## src/rtl/icache_direct_if.sv

```systemverilog
// icache_direct_if: the fetcher- and memory-side signals of the instruction cache.
//
// Fetcher side:  br_flag (flush), if_en_i/if_pc_i (request), if_en_o/if_ins_o (reply)
// Memory side:   mem_en_o/mem_pc_o (miss request), mem_en_i/mem_ins_i (fill)
// Modports:      slave  - the cache itself
//                master - the fetcher / memory controller environment
interface icache_direct_if #(
  parameter int RAM_ADR_W = 17,
  parameter int DAT_W     = 32
);
  logic                 br_flag;
  logic                 if_en_i;
  logic [RAM_ADR_W-1:0] if_pc_i;
  logic                 if_en_o;
  logic [DAT_W-1:0]     if_ins_o;
  logic                 mem_en_o;
  logic [RAM_ADR_W-1:0] mem_pc_o;
  logic                 mem_en_i;
  logic [DAT_W-1:0]     mem_ins_i;

  modport slave (
    input  br_flag, if_en_i, if_pc_i, mem_en_i, mem_ins_i,
    output if_en_o, if_ins_o, mem_en_o, mem_pc_o
  );

  modport master (
    output br_flag, if_en_i, if_pc_i, mem_en_i, mem_ins_i,
    input  if_en_o, if_ins_o, mem_en_o, mem_pc_o
  );
endinterface

```

## src/rtl/icache_direct.sv

```systemverilog
// icache_direct: direct-mapped, read-only instruction cache, one 32-bit word per line.
//
// Ports:
//   clk  - system clock
//   rst  - synchronous, active-high reset
//   en   - chip ready; when low, state and arrays hold and output pulses drop
//   bus  - icache_direct_if.slave: fetch request/reply, miss request/fill, branch flush
//
// A hit answers one cycle after the request. A miss issues a single-word fetch,
// waits in MISS for the fill, writes the line and answers. br_flag aborts any
// outstanding miss and drops same-cycle requests and fills.
module icache_direct #(
  parameter int IDX_W = 4
) (
  input  logic             clk,
  input  logic             rst,
  input  logic             en,
  icache_direct_if.slave   bus
);
  localparam int RAM_ADR_W = 17;
  localparam int DAT_W     = 32;
  localparam int WORD_W    = RAM_ADR_W - 2;
  localparam int TAG_W     = RAM_ADR_W - IDX_W - 2;
  localparam int LINES     = 2 ** IDX_W;

  typedef enum logic [0:0] {
    ST_IDLE = 1'b0,
    ST_MISS = 1'b1
  } state_t;

  state_t state_r, state_nxt_s;

  logic [LINES-1:0] valid_r;
  logic [TAG_W-1:0] tag_r  [LINES];
  logic [DAT_W-1:0] data_r [LINES];

  logic [WORD_W-1:0]    pend_r, pend_nxt_s;
  logic                 if_en_r, if_en_nxt_s;
  logic [DAT_W-1:0]     if_ins_r, if_ins_nxt_s;
  logic                 mem_en_r, mem_en_nxt_s;
  logic [RAM_ADR_W-1:0] mem_pc_r, mem_pc_nxt_s;
  logic                 fill_we_s;

  logic [IDX_W-1:0]     rd_idx_s;
  logic [TAG_W-1:0]     rd_tag_s;
  logic                 hit_s;
  logic [RAM_ADR_W-1:0] aligned_pc_s;
  logic [IDX_W-1:0]     wr_idx_s;
  logic [TAG_W-1:0]     wr_tag_s;

  assign rd_idx_s     = bus.if_pc_i[IDX_W+1:2];
  assign rd_tag_s     = bus.if_pc_i[RAM_ADR_W-1:IDX_W+2];
  assign hit_s        = valid_r[rd_idx_s] && (tag_r[rd_idx_s] == rd_tag_s);
  // Masking keeps the byte-offset bits out of the miss address.
  assign aligned_pc_s = bus.if_pc_i & {{WORD_W{1'b1}}, 2'b00};
  assign wr_idx_s     = pend_r[IDX_W-1:0];
  assign wr_tag_s     = pend_r[WORD_W-1:IDX_W];

  assign bus.if_en_o  = if_en_r;
  assign bus.if_ins_o = if_ins_r;
  assign bus.mem_en_o = mem_en_r;
  assign bus.mem_pc_o = mem_pc_r;

  // Next-state and next-output logic; flush overrides every other event.
  always_comb begin
    state_nxt_s  = state_r;
    pend_nxt_s   = pend_r;
    if_en_nxt_s  = 1'b0;
    if_ins_nxt_s = if_ins_r;
    mem_en_nxt_s = 1'b0;
    mem_pc_nxt_s = mem_pc_r;
    fill_we_s    = 1'b0;
    if (bus.br_flag) begin
      state_nxt_s = ST_IDLE;
    end else begin
      case (state_r)
        ST_IDLE: begin
          if (bus.if_en_i) begin
            if (hit_s) begin
              if_ins_nxt_s = data_r[rd_idx_s];
              if_en_nxt_s  = 1'b1;
              state_nxt_s  = ST_IDLE;
            end else begin
              pend_nxt_s   = bus.if_pc_i[RAM_ADR_W-1:2];
              mem_pc_nxt_s = aligned_pc_s;
              mem_en_nxt_s = 1'b1;
              state_nxt_s  = ST_MISS;
            end
          end else begin
            // A stray fill in IDLE is ignored.
            state_nxt_s = ST_IDLE;
          end
        end
        ST_MISS: begin
          // Requests are ignored here, so the fill never collides with a hit read.
          if (bus.mem_en_i) begin
            fill_we_s    = 1'b1;
            if_ins_nxt_s = bus.mem_ins_i;
            if_en_nxt_s  = 1'b1;
            state_nxt_s  = ST_IDLE;
          end else begin
            state_nxt_s = ST_MISS;
          end
        end
        default: begin
          state_nxt_s = ST_IDLE;
        end
      endcase
    end
  end

  // State, pending address and registered outputs; en=0 freezes all but the pulses.
  always_ff @(posedge clk) begin
    if (rst) begin
      state_r  <= ST_IDLE;
      pend_r   <= {WORD_W{1'b0}};
      if_en_r  <= 1'b0;
      if_ins_r <= {DAT_W{1'b0}};
      mem_en_r <= 1'b0;
      mem_pc_r <= {RAM_ADR_W{1'b0}};
    end else if (!en) begin
      if_en_r  <= 1'b0;
      mem_en_r <= 1'b0;
    end else begin
      state_r  <= state_nxt_s;
      pend_r   <= pend_nxt_s;
      if_en_r  <= if_en_nxt_s;
      if_ins_r <= if_ins_nxt_s;
      mem_en_r <= mem_en_nxt_s;
      mem_pc_r <= mem_pc_nxt_s;
    end
  end

  // Valid bits: cleared only by reset, set by a line fill.
  always_ff @(posedge clk) begin
    if (rst) begin
      valid_r <= {LINES{1'b0}};
    end else if (en && fill_we_s) begin
      valid_r[wr_idx_s] <= 1'b1;
    end
  end

  // Tag and data arrays; contents are meaningless until the valid bit is set.
  always_ff @(posedge clk) begin
    if (en && fill_we_s) begin
      tag_r[wr_idx_s]  <= wr_tag_s;
      data_r[wr_idx_s] <= bus.mem_ins_i;
    end
  end
endmodule

```

## src/flat_wrapper.sv

```systemverilog
// flat-port wrapper written by rule: the top's interface ports become plain ports
module icache_direct_flat 
#(
  parameter int IDX_W = 4
)
  (clk, rst, en, bus_br_flag, bus_if_en_i, bus_if_pc_i, bus_mem_en_i, bus_mem_ins_i, bus_if_en_o, bus_if_ins_o, bus_mem_en_o, bus_mem_pc_o);
  icache_direct_if bus_i ();
  input  logic clk;
  input  logic rst;
  input  logic en;
  input wire logic [$bits(bus_i.br_flag)-1:0] bus_br_flag;
  input wire logic [$bits(bus_i.if_en_i)-1:0] bus_if_en_i;
  input wire logic [$bits(bus_i.if_pc_i)-1:0] bus_if_pc_i;
  input wire logic [$bits(bus_i.mem_en_i)-1:0] bus_mem_en_i;
  input wire logic [$bits(bus_i.mem_ins_i)-1:0] bus_mem_ins_i;
  output wire logic [$bits(bus_i.if_en_o)-1:0] bus_if_en_o;
  output wire logic [$bits(bus_i.if_ins_o)-1:0] bus_if_ins_o;
  output wire logic [$bits(bus_i.mem_en_o)-1:0] bus_mem_en_o;
  output wire logic [$bits(bus_i.mem_pc_o)-1:0] bus_mem_pc_o;
  assign bus_i.br_flag = bus_br_flag;
  assign bus_i.if_en_i = bus_if_en_i;
  assign bus_i.if_pc_i = bus_if_pc_i;
  assign bus_i.mem_en_i = bus_mem_en_i;
  assign bus_i.mem_ins_i = bus_mem_ins_i;
  assign bus_if_en_o = bus_i.if_en_o;
  assign bus_if_ins_o = bus_i.if_ins_o;
  assign bus_mem_en_o = bus_i.mem_en_o;
  assign bus_mem_pc_o = bus_i.mem_pc_o;
  icache_direct #(.IDX_W(IDX_W)) u_core (.clk(clk), .rst(rst), .en(en), .bus(bus_i));
endmodule
```

## config.mk

```make
export PLATFORM = sky130hd
export DESIGN_NAME = icache_direct_flat
export DESIGN_NICKNAME = d
export VERILOG_FILES = /design/src/rtl/icache_direct_if.sv /design/src/rtl/icache_direct.sv /design/src/flat_wrapper.sv
export SDC_FILE = /design/constraint.sdc
export NUM_CORES = 1
export LEC_CHECK = 0
export CAP_MARGIN = 30
export CORE_ASPECT_RATIO = 1.4
export CORE_MARGIN = 1.5
export CORE_UTILIZATION = 45
export DETAILED_ROUTE_END_ITERATION = 12
export GPL_ROUTABILITY_DRIVEN = 0
export MAX_ROUTING_LAYER = met4
export SLEW_MARGIN = 20
export SYNTH_ARGS = -nofsm -noshare
export SYNTH_HDL_FRONTEND = slang
export SYNTH_SLANG_ARGS = --single-unit
export TNS_END_PERCENT = 100
```

## constraint.sdc

```tcl
create_clock -name clk -period 5.2 [get_ports clk]
set_clock_uncertainty 0.1 [all_clocks]
set_input_delay 0.52 -clock clk [delete_from_list [all_inputs] [get_ports clk]]
set_output_delay 0.52 -clock clk [all_outputs]
set_load 0.03 [all_outputs]
```

==> impl_metrics.tcl <==
set metrics [dict create \
    setup_viol_count_final 0 \
    postSynthCellCount 1434 \
    dr.first_iter.drc_count 1204 \
    rr_endpoint "u_core.bus.if_ins_o[22]" \
    netlist_area_um2 29600 \
    clock_latency_ps 620 \
    totalWireLength_mm 68.2 \
    crit_fanout 33 \
    synth-xor-area-share 0.00533 \
    utilization 0.524 \
    hold_end "u_core.bus.mem_en_o" \
    synth_compound_area_frac 0.0265 \
    hp-class "input pin to flip-flop" \
    rsz0062_at_grt "no" \
    cp_data_required_time_ps 5620 \
    yosysTopAreaCellShare 0.699 \
    criticalPathCategory "input pin to flip-flop" \
    final_common_cell "edfxtp_1" \
    htree_levels 3 \
    slew_headroom 0.343 \
    synth.area.top_cells "edfxtp_1 70%, mux4_2 15%, dfxtp_1 4.5%" \
    powerDensity_nw_per_um2 365 \
    synth-warning-count 0 \
    cts_resized 0 \
    tightest_slew_ps 986 \
    max_freq_ghz 0.277 \
    dp_hpwl_mm 35.6 \
    worst_path_max_delay_cell "clkdlybuf4s50_1" \
    ant_nets 0 \
    final_cell_mix "688 x edfxtp_1, 197 x mux4_2, 97 x clkdlybuf4s50_1" \
    finalNetCount 1625 \
    grt_pass1_vias 15200 \
    synthSimpleGateAreaFrac 0.0283 \
    synth_top_family_by_area "multiplexers" \
    fin_crit_sh 0.693 \
    clk_pin_slew_ps 60 \
    vias 14300 \
    portBuffers 101 \
    status "completed" \
    ys_ff_latch 754 \
    cts_sinks 754 \
    path_cells "clkdlybuf4s50_1 -> buf_4 -> inv_2 -> nand3_1 -> and4_1 -> a311oi_2 -> o31ai_1 -> or4b_1 -> a21o_4 -> a211oi_2" \
    worstReg2RegStart "u_core.tag_r[6][1]" \
    ir_drop_v 0.000361 \
    endpoint_kind "flip-flop" \
    synth_fa_ha_area_frac 0 \
    area.growth.synth_to_final_pct 15.6 \
    track_usage 0.215 \
    muxShareOfSynthArea 0.177 \
    die_area_um2 67300 \
    nFillCells 5138 \
    arrival_ps 4020 \
    die_width_um 220 \
    wire_per_inst_um 27.5 \
    vias_per_cell 5.77 \
    core_area_um2 65300 \
    ctsHoldBuffers 0 \
    drv_slew 0 \
    fin_tns_setup_ps 0 \
    drc_errors 0 \
    final_hold_viol_count 0 \
    clockBufferDepth 3 \
    overflow 0 \
    fp-row-count 111 \
    numCtsBuffers 73 \
    start_util 0.453 \
    max_stage_delay_ps 590 \
    fin_crit_ps 3600 \
    worstHoldStart "rst" \
    drive_gt1_frac 0.247 \
    cap_violations 0 \
    cts-root-buf "clkbuf_16" \
    holdWs_ps 214 \
    grt_pass1_wl_mm 100 \
    reg2reg_slack_ps 1800 \
    start_kind "input pin" \
    synth_area_per_cell_um2 20.6 \
    cts_setup_buffers 0 \
    p_leak_nw 10.4 \
    grt_max_degree 80 \
    cts_tree "done" \
    first_pass_iters 5 \
    yosysTopAreaCell "edfxtp_1" \
    antenna_found_initial 3 \
    io_pins 106 \
    synth_cell_types 50 \
    yosysSeqAreaShare 0.744 \
    fp.dieH_um 306 \
    ff2ff_path_depth 8 \
    hold_depth 2 \
]
==> flip-flops by register name (all words and copies together), names as in the netlist <==
signal / flops
u_core.tag_r: 176
u_core.state_r: 1
u_core.data_r: 512
u_core.bus.mem_pc_o: 15
u_core.bus.if_en_o: 1
u_core.bus.mem_en_o: 1
u_core.valid_r: 16
u_core.bus.if_ins_o: 32
==> critical path: cells and delay by family <==
family          cells  cell delay [ps]
buf+inv             3             1320
compound gates      4             1130
simple gates        3             1010
==> cell type report <==
type	instances	area [um^2]	share of cell area
sequential	754	22000	0.643
multi-input combinational	562	7150	0.209
clock buffer	105	2120	0.0621
timing repair buffer	144	1460	0.0426
tap	847	1060	0.0310
clock inverter	29	264	0.00773
inverter	35	131	0.00384
antenna	3	7.51	0.000220
==> power by group <==
| group | internal [mW] | switching (mW) |
|---|---|---|
| sequential | 6.61 | 0.0187 |
| clock | 3.09 | 2.19 |
| combinational | 0.255 | 0.310 |
| total | 9.95 | 2.52 |
==> cell usage after synthesis, drive strengths merged <==
library cell,count
a211oi,34
a21boi,1
a21o,1
a21oi,38
a22o,2
a22oi,7
a311oi,1
a31o,1
a31oi,3
and2,2
and4,2
buf,42
clkbuf,42
clkinv,1
conb,1
dfxtp,66
edfxtp,688
inv,34
mux2,2
mux2i,78
mux4,197
nand2,40
nand2b,35
nand3,7
nand3b,1
nand4,3
nand4b,3
nor2,48
nor2b,7
nor3,12
nor3b,3
nor4b,1
nor4bb,1
o211ai,1
o21ai,4
o21ba,1
o22ai,1
o31ai,2
or3,1
or3b,1
or4b,1
xnor2,14
xor2,4
==> how the worst max path moves through the flow <==
stage	to	slack, ps	cells past startpoint	startpoint
final	u_core.bus.if_ins_o[22]	1600	10	bus_if_pc_i[5]
after global placement	u_core.bus.if_ins_o[17]	920	10	bus_if_pc_i[4]
after CTS	u_core.bus.if_ins_o[22]	1530	10	bus_if_pc_i[4]
after global routing	u_core.bus.if_ins_o[2]	1400	10	bus_if_pc_i[4]
after floorplan	u_core.data_r[8][0]	470	5	u_core.state_r
after detailed placement	u_core.bus.if_ins_o[2]	910	10	bus_if_pc_i[4]
==> through the flow <==
stage | setup slack [ps] | total power [mW] | std cells | area, um^2
2_1_floorplan | 474 | 7.11 | 1435 | 29600
3_3_place_gp | 920 | 7.32 | 2341 | 31800
3_5_place_dp | 910 | 7.33 | 2342 | 31800
4_1_cts | 1530 | 12.6 | 2476 | 34200
5_1_grt | 1400 | 12.8 | 2479 | 34200
6_report | 1600 | 12.5 | 2479 | 34200
==> routing by layer <==
| layer | vias to the layer above | global-route usage | share of wire |
|---|---|---|---|
| met4 | 0 | 0.0685 | 0.022 |
| met2 | 414 | 0.356 | 0.52 |
| met5 | - | - | 0 |
| met1 | 7673 | 0.275 | 0.41 |
| li1 | 6118 | - | - |
| met3 | 97 | 0.0297 | 0.053 |
==> cell families after synthesis <==
| kind of cell | Yosys count |
|---|---|
| AND/OR/NAND/NOR | 168 |
| flip-flops | 754 |
| other | 1 |
| buffers and inverters | 119 |
| XOR/XNOR | 18 |
| AO/OA/AOI/OAI | 97 |
| multiplexers | 277 |
Power figures use the tool's default switching activity.
